File: src/rtl/id_ex_decode.sv
`default_nettype none
// +--------------------------------------------------------------------------+
// | id_ex_decode: RV32I decode plus ID/EX pipeline register (stall/flush).   |
// | Optional DECODE_ILLEGAL_EN: flag illegal encodings. Revision 1.0         |
// +--------------------------------------------------------------------------+
module id_ex_decode #(
  parameter int XLEN = 32
) (
  input  logic            clk,
  input  logic            rst_n,
  input  logic            valid_d,
  input  logic [31:0]     instr_d,
  input  logic [XLEN-1:0] pc_d,
  input  logic            stall_e,
  input  logic            flush_e,
  output logic            valid_e,
  output logic [3:0]      alu_ctrl_e,
  output logic            src_a_pc_e,
  output logic            src_b_imm_e,
  output logic [XLEN-1:0] imm_e,
  output logic [4:0]      rs1_e,
  output logic [4:0]      rs2_e,
  output logic [4:0]      rd_e,
  output logic [XLEN-1:0] pc_e,
  output logic            reg_write_e,
  output logic            mem_write_e,
  output logic [1:0]      result_src_e,
  output logic            branch_e,
  output logic            jump_e,
  output logic            jalr_e,
  output logic [2:0]      funct3_e,
  output logic            illegal_e
);

  localparam logic [3:0] c_ALU_ADD  = 4'd0;
  localparam logic [3:0] c_ALU_SUB  = 4'd1;
  localparam logic [3:0] c_ALU_SLL  = 4'd2;
  localparam logic [3:0] c_ALU_SLT  = 4'd3;
  localparam logic [3:0] c_ALU_SLTU = 4'd4;
  localparam logic [3:0] c_ALU_XOR  = 4'd5;
  localparam logic [3:0] c_ALU_SRL  = 4'd6;
  localparam logic [3:0] c_ALU_SRA  = 4'd7;
  localparam logic [3:0] c_ALU_OR   = 4'd8;
  localparam logic [3:0] c_ALU_AND  = 4'd9;
  localparam logic [3:0] c_ALU_LUI  = 4'd10;
  localparam logic [3:0] c_ALU_JAL  = 4'd11;

  localparam logic [6:0] c_OPC_OP     = 7'b0110011;
  localparam logic [6:0] c_OPC_OP_IMM = 7'b0010011;
  localparam logic [6:0] c_OPC_LOAD   = 7'b0000011;
  localparam logic [6:0] c_OPC_STORE  = 7'b0100011;
  localparam logic [6:0] c_OPC_BRANCH = 7'b1100011;
  localparam logic [6:0] c_OPC_JAL    = 7'b1101111;
  localparam logic [6:0] c_OPC_JALR   = 7'b1100111;
  localparam logic [6:0] c_OPC_LUI    = 7'b0110111;
  localparam logic [6:0] c_OPC_AUIPC  = 7'b0010111;

  typedef struct packed {
    logic            valid;
    logic [3:0]      alu;
    logic            a_pc;
    logic            b_imm;
    logic [XLEN-1:0] imm;
    logic [4:0]      rs1;
    logic [4:0]      rs2;
    logic [4:0]      rd;
    logic [XLEN-1:0] pc;
    logic            reg_write;
    logic            mem_write;
    logic [1:0]      result_src;
    logic            branch;
    logic            jump;
    logic            jalr;
    logic [2:0]      funct3;
    logic            illegal;
  } ex_t;

  logic [6:0]      w_opcode;
  logic [2:0]      w_funct3;
  logic [XLEN-1:0] w_imm_i, w_imm_s, w_imm_b, w_imm_u, w_imm_j;
  logic [3:0]      w_alu_f3;
  ex_t             w_dec;
  ex_t             r_ex;

  assign w_opcode = instr_d[6:0];
  assign w_funct3 = instr_d[14:12];

  assign w_imm_i = {{20{instr_d[31]}}, instr_d[31:20]};
  assign w_imm_s = {{20{instr_d[31]}}, instr_d[31:25], instr_d[11:7]};
  assign w_imm_b = {{19{instr_d[31]}}, instr_d[31], instr_d[7], instr_d[30:25], instr_d[11:8], 1'b0};
  assign w_imm_u = {instr_d[31:12], 12'b0};
  assign w_imm_j = {{11{instr_d[31]}}, instr_d[31], instr_d[19:12], instr_d[20], instr_d[30:21], 1'b0};

  // Shared OP/OP-IMM map; instr[30] selects SUB/SRA, OP-IMM masks SUB later.
  always_comb begin
    w_alu_f3 = c_ALU_ADD;
    case (w_funct3)
      3'b000:  w_alu_f3 = instr_d[30] ? c_ALU_SUB : c_ALU_ADD;
      3'b001:  w_alu_f3 = c_ALU_SLL;
      3'b010:  w_alu_f3 = c_ALU_SLT;
      3'b011:  w_alu_f3 = c_ALU_SLTU;
      3'b100:  w_alu_f3 = c_ALU_XOR;
      3'b101:  w_alu_f3 = instr_d[30] ? c_ALU_SRA : c_ALU_SRL;
      3'b110:  w_alu_f3 = c_ALU_OR;
      default: w_alu_f3 = c_ALU_AND;
    endcase
  end

`ifdef DECODE_ILLEGAL_EN
  logic [6:0] w_funct7;
  logic       w_bad;
  assign w_funct7 = instr_d[31:25];

  always_comb begin
    w_bad = 1'b0;
    case (w_opcode)
      c_OPC_OP:     w_bad = !((w_funct7 == 7'b0000000) ||
                              (w_funct7 == 7'b0100000 && (w_funct3 == 3'b000 || w_funct3 == 3'b101)));
      c_OPC_OP_IMM: begin
        if (w_funct3 == 3'b001)
          w_bad = (w_funct7 != 7'b0000000);
        else if (w_funct3 == 3'b101)
          w_bad = (w_funct7 != 7'b0000000) && (w_funct7 != 7'b0100000);
      end
      c_OPC_LOAD:   w_bad = (w_funct3 == 3'd3) || (w_funct3 == 3'd6) || (w_funct3 == 3'd7);
      c_OPC_STORE:  w_bad = (w_funct3 > 3'd2);
      c_OPC_BRANCH: w_bad = (w_funct3[2:1] == 2'b01);
      c_OPC_JALR:   w_bad = (w_funct3 != 3'd0);
      c_OPC_JAL, c_OPC_LUI, c_OPC_AUIPC: w_bad = 1'b0;
      default:      w_bad = 1'b1;
    endcase
    if (instr_d[1:0] != 2'b11) w_bad = 1'b1;
  end
`endif

  // R-type and unlisted opcodes carry a zero immediate.
  always_comb begin
    w_dec        = '0;
    w_dec.valid  = 1'b1;
    w_dec.rs1    = instr_d[19:15];
    w_dec.rs2    = instr_d[24:20];
    w_dec.rd     = instr_d[11:7];
    w_dec.pc     = pc_d;
    w_dec.funct3 = w_funct3;
    case (w_opcode)
      c_OPC_OP: begin
        w_dec.alu       = w_alu_f3;
        w_dec.reg_write = 1'b1;
      end
      c_OPC_OP_IMM: begin
        w_dec.alu       = (w_funct3 == 3'b000) ? c_ALU_ADD : w_alu_f3;
        w_dec.b_imm     = 1'b1;
        w_dec.imm       = w_imm_i;
        w_dec.reg_write = 1'b1;
      end
      c_OPC_LOAD: begin
        w_dec.b_imm      = 1'b1;
        w_dec.imm        = w_imm_i;
        w_dec.reg_write  = 1'b1;
        w_dec.result_src = 2'd1;
      end
      c_OPC_STORE: begin
        w_dec.b_imm     = 1'b1;
        w_dec.imm       = w_imm_s;
        w_dec.mem_write = 1'b1;
      end
      c_OPC_BRANCH: begin
        w_dec.alu    = (w_funct3[2:1] == 2'b11) ? c_ALU_SLTU :
                       (w_funct3[2:1] == 2'b10) ? c_ALU_SLT : c_ALU_SUB;
        w_dec.imm    = w_imm_b;
        w_dec.branch = 1'b1;
      end
      c_OPC_JAL: begin
        w_dec.alu       = c_ALU_JAL;
        w_dec.a_pc      = 1'b1;
        w_dec.imm       = w_imm_j;
        w_dec.jump      = 1'b1;
        w_dec.reg_write = 1'b1;
      end
      c_OPC_JALR: begin
        w_dec.alu       = c_ALU_JAL;
        w_dec.a_pc      = 1'b1;
        w_dec.imm       = w_imm_i;
        w_dec.jump      = 1'b1;
        w_dec.jalr      = 1'b1;
        w_dec.reg_write = 1'b1;
      end
      c_OPC_LUI: begin
        w_dec.alu       = c_ALU_LUI;
        w_dec.b_imm     = 1'b1;
        w_dec.imm       = w_imm_u;
        w_dec.reg_write = 1'b1;
      end
      c_OPC_AUIPC: begin
        w_dec.a_pc      = 1'b1;
        w_dec.b_imm     = 1'b1;
        w_dec.imm       = w_imm_u;
        w_dec.reg_write = 1'b1;
      end
      default: ;
    endcase
`ifdef DECODE_ILLEGAL_EN
    if (w_bad) begin
      w_dec.illegal   = 1'b1;
      w_dec.alu       = c_ALU_ADD;
      w_dec.reg_write = 1'b0;
      w_dec.mem_write = 1'b0;
      w_dec.branch    = 1'b0;
      w_dec.jump      = 1'b0;
      w_dec.jalr      = 1'b0;
    end
`endif
  end

  always_ff @(posedge clk) begin
    if (!rst_n || flush_e)
      r_ex <= '0;
    else if (!stall_e)
      r_ex <= valid_d ? w_dec : '0;
  end

  assign valid_e      = r_ex.valid;
  assign alu_ctrl_e   = r_ex.alu;
  assign src_a_pc_e   = r_ex.a_pc;
  assign src_b_imm_e  = r_ex.b_imm;
  assign imm_e        = r_ex.imm;
  assign rs1_e        = r_ex.rs1;
  assign rs2_e        = r_ex.rs2;
  assign rd_e         = r_ex.rd;
  assign pc_e         = r_ex.pc;
  assign reg_write_e  = r_ex.reg_write;
  assign mem_write_e  = r_ex.mem_write;
  assign result_src_e = r_ex.result_src;
  assign branch_e     = r_ex.branch;
  assign jump_e       = r_ex.jump;
  assign jalr_e       = r_ex.jalr;
  assign funct3_e     = r_ex.funct3;
  assign illegal_e    = r_ex.illegal;

endmodule
`default_nettype wire

File: config.mk
export PLATFORM = sky130hd
export DESIGN_NAME = id_ex_decode
export DESIGN_NICKNAME = d
export VERILOG_FILES = /design/src/rtl/id_ex_decode.sv
export SDC_FILE = /design/constraint.sdc
export NUM_CORES = 1
export LEC_CHECK = 0
export ABC_CLOCK_PERIOD_IN_PS = 1600
export BUFFER_PORTS_ARGS = -buffer_cell sky130_fd_sc_hd__buf_4
export CAP_MARGIN = 5
export CORE_ASPECT_RATIO = 1.2
export CORE_MARGIN = 2
export CORE_UTILIZATION = 35
export CTS_CLUSTER_SIZE = 30
export DETAILED_ROUTE_END_ITERATION = 16
export PLACE_DENSITY = 0.65
export SETUP_SLACK_MARGIN = 0.5
export SLEW_MARGIN = 15
export SYNTH_ARGS = -nofsm -noshare
export SYNTH_HDL_FRONTEND = slang
export SYNTH_SLANG_ARGS = --single-unit
File: constraint.sdc
create_clock -name clk -period 1.6 [get_ports clk]
set_input_delay 0.48 -clock clk [delete_from_list [all_inputs] [get_ports clk]]
set_output_delay 0.48 -clock clk [all_outputs]
set_load 0.05 [all_outputs]
==> qor.csv <==
stage,metric,value,unit
layout,instances_no_fill,788,
sta,clock_skew,0,ns
logic_synthesis,synth_top_area_share,51.9,%
power,p_sw_share,25.3,%
worst_setup_path,crit_path_max_fanout,5,
power,combPwrFrac,17.4,%
grt,overflow,0,
logic_synthesis,synth-edff-count,0,
power,p_switching,1.39,mW
cts,hold_buffers,0,
floorplanning,ios,166,
cts,clk_latency,0.33,ns
worst_setup_path,criticalPathCategory,in -> reg,
place,routabilityCongestion,0.890,
logic_synthesis,yosysSeqAreaShare,51.9,%
layout,nNetsFinal,728,
worst_setup_path,required,1.85,ns
sta,min_period,1.39,ns
layout,final.fill_count,649,
routing,drc,0,
flow_run,drv_cap,0,
routing,ant_nets,0,
sta,finalSetupViolations,0,
place,place_worst_setup_slack,-0.166,ns
power,power_density,702,nW/um^2
cts,cts.sinks,95,
worst_setup_path,cp-start-kind,input pin,
worst_setup_path,r2r-start,pc_e[20],
grt,grt_max_degree,62,
power,pwr-share-clk,38.5,%
sta,worst_slack,0.214,ns
grt,grt_pass1_vias,4163,
grt,grt_pass1_wl,21000,microns
logic_synthesis,avgSynthCellArea,9.24,sq um
layout,fin_area,7820,sq um
layout,antennaDiodeCount,0,
cts,cts-root-buf,clkbuf_16,
routing,wl_per_cell,18.0,microns
routing,drtIter0Drc,164,
logic_synthesis,ys_ff_latch,95,
routing,vias_per_cell,5.29,
logic_synthesis,async_flop_share,0,%
layout,area_delta_synth_final,113,%
cts,htreeDepth,3,
floorplanning,dieWidth,97.4,microns
cts,cts_tree,done,
logic_synthesis,yosys.area.top_type,dfxtp_1,
floorplanning,initial_utilization,36.3,%
worst_setup_path,r2r-end,pc_e[20],
logic_synthesis,synth.most_common_cell,dfxtp_1,
grt,track_usage,23.0,%
floorplanning,core-area,10100,sq um
layout,final_layout_size_suffix_gt1_share,77.3,%
worst_setup_path,worstPathArrival,1.64,ns
grt,antenna_found_initial,0,
place,hpwl,8410,microns
routing,drt_wl_total,14200,microns
routing,drt-pass1-iter-count,4,
status,status,completed,
place,placed_cells,691,
cts,cts_made_buffers,9,
logic_synthesis,synth_ff_type,dfxtp_1,
logic_synthesis,yosys-top-cells-count,"dfxtp_1 (95), nor2_1 (64), a22oi_1 (53)",
worst_setup_path,worstSetupEndpoint,imm_e[12],
sta,slew_viol_final,0,
power,p_int,4.10,mW
cts,clockBufferDepth,2,
routing,vias,4165,
place,port_buffers,163,
power,p_seq_share,44.1,%
logic_synthesis,synthCells,397,
worst_setup_path,rr_worst_depth,4,
logic_synthesis,synth_warnings,0,
power,ir_drop,0.000445,V
logic_synthesis,syn-cell-area,3670,sq um
floorplanning,dieArea,11300,sq um
sta,hold_viol,0,
sta,max_freq,722,MHz
logic_synthesis,ys_types,48,
worst_setup_path,rrSetupSlack,0.67,ns
worst_setup_path,crit_path_end_kind,register,
place,placed_area,5560,sq um
floorplanning,rows,40,
logic_synthesis,synth_area_leaders,"dfxtp_1 (52%), a22oi_1 (11%), nor2_1 (6.6%)",
worst_hold_path,hold_path_class,in -> reg,
worst_setup_path,startpoint,instr_d[3],
floorplanning,die_h,116,microns
power,leakagePower,3.24,nW
sta,holdWs,0.361,ns
sta,rsz0062_at_grt,yes,
sta,min_period_over_period,86.6,%
cts,clkTransAtPathRegs,0.07,ns
[power groups by stage]
stage | logic, mW | registers, mW | clock network (mW)
floorplan | 0.322 | 2.56 | 0
global placement | 0.686 | 2.46 | 0
detailed placement | 0.693 | 2.46 | 0
CTS | 0.852 | 2.42 | 2.16
global route | 1.00 | 2.42 | 2.25
finish | 0.955 | 2.42 | 2.11
[final cells by class]
cell class                      instances  area, sq um  share of cell area [%]
Clock buffer                           10          239                    3.06
Clock inverter                          4         47.5                   0.608
Inverter                                5         18.8                   0.240
Multi-Input combinational cell        261         2180                    27.9
Sequential cell                        95         2020                    25.8
Tap cell                              126          158                    2.02
Timing Repair Buffer                  287         3150                    40.3
[per-stage QoR]
step,setup TNS [ns],total power [mW],util [%]
floorplan,0,2.88,-
finish,0,5.49,77.3
global placement,-4.08,3.15,55.0
global route,0,5.68,77.3
detailed placement,-4.59,3.16,55.0
CTS,0,5.43,73.0
[registers in the layout (all words and copies together), names as in the netlist]
| name | cells |
|---|---|
| valid_e | 1 |
| funct3_e | 3 |
| rs2_e | 5 |
| result_src_e | 1 |
| reg_write_e | 1 |
| rd_e | 5 |
| imm_e | 32 |
| jump_e | 1 |
| alu_ctrl_e | 4 |
| pc_e | 32 |
| src_a_pc_e | 1 |
| rs1_e | 5 |
| jalr_e | 1 |
| branch_e | 1 |
| mem_write_e | 1 |
| src_b_imm_e | 1 |
[cell usage in the layout (no fill, tap or decap), types with 5 or more instances in the layout]
cell | netlist | final
buf_8 | 0 | 96
a22oi_2 | 0 | 51
a32oi_1 | 7 | 6
clkbuf_16 | 0 | 12
a21oi_1 | 20 | 11
buf_4 | 3 | 148
buf_12 | 0 | 8
dfxtp_2 | 0 | 95
a21oi_2 | 2 | 8
inv_1 | 5 | 5
nand3_1 | 9 | 5
o21ai_1 | 3 | 12
a22o_1 | 8 | 8
a221o_2 | 10 | 10
buf_6 | 0 | 29
nand2_1 | 19 | 18
nor2_1 | 64 | 61
[metal layers]
layer  vias up  routed length (microns)  global-route usage (%)
li1       1984                        -                       -
met1      1991                     5770                    27.8
met2       158                     7290                    40.3
met3        32                      762                    5.39
met4         0                      345                    8.33
met5         -                        0                       0
[worst min path at each step]
stage,startpoint,end,slack (ns),depth (start not counted)
5_1_grt,instr_d[27],imm_e[7],0.35,2
4_1_cts,instr_d[28],imm_e[8],0.35,2
6_report,instr_d[28],imm_e[8],0.36,2
3_3_place_gp,imm_e[19],imm_e[19],0.44,2
3_5_place_dp,imm_e[14],imm_e[14],0.45,2
2_1_floorplan,instr_d[30],imm_e[10],0.61,1
[cell families after synthesis]
family	after synthesis	synth area share (%)
multiplexers	2	0.580
buffers and inverters	43	4.95
other	1	0.102
AO/OA/AOI/OAI	134	27.1
AND/OR/NAND/NOR	122	15.5
flip-flops	95	51.9
[worst max-delay path, cell delays in order]
cell	delay (ns)
buf_8	0.10
or3b_4	0.44
buf_12	0.15
a21oi_4	0.23
a21oi_2	0.08
o21ai_1	0.15
[what timing repair did]
item                       in CTS  in global routing
pin swaps                      36                 50
resized for setup             334                 39
buffers inserted               56                 20
cloned                          3                  4
setup endpoints to repair     171                180
Note: power is estimated with default switching activity, not from simulation.
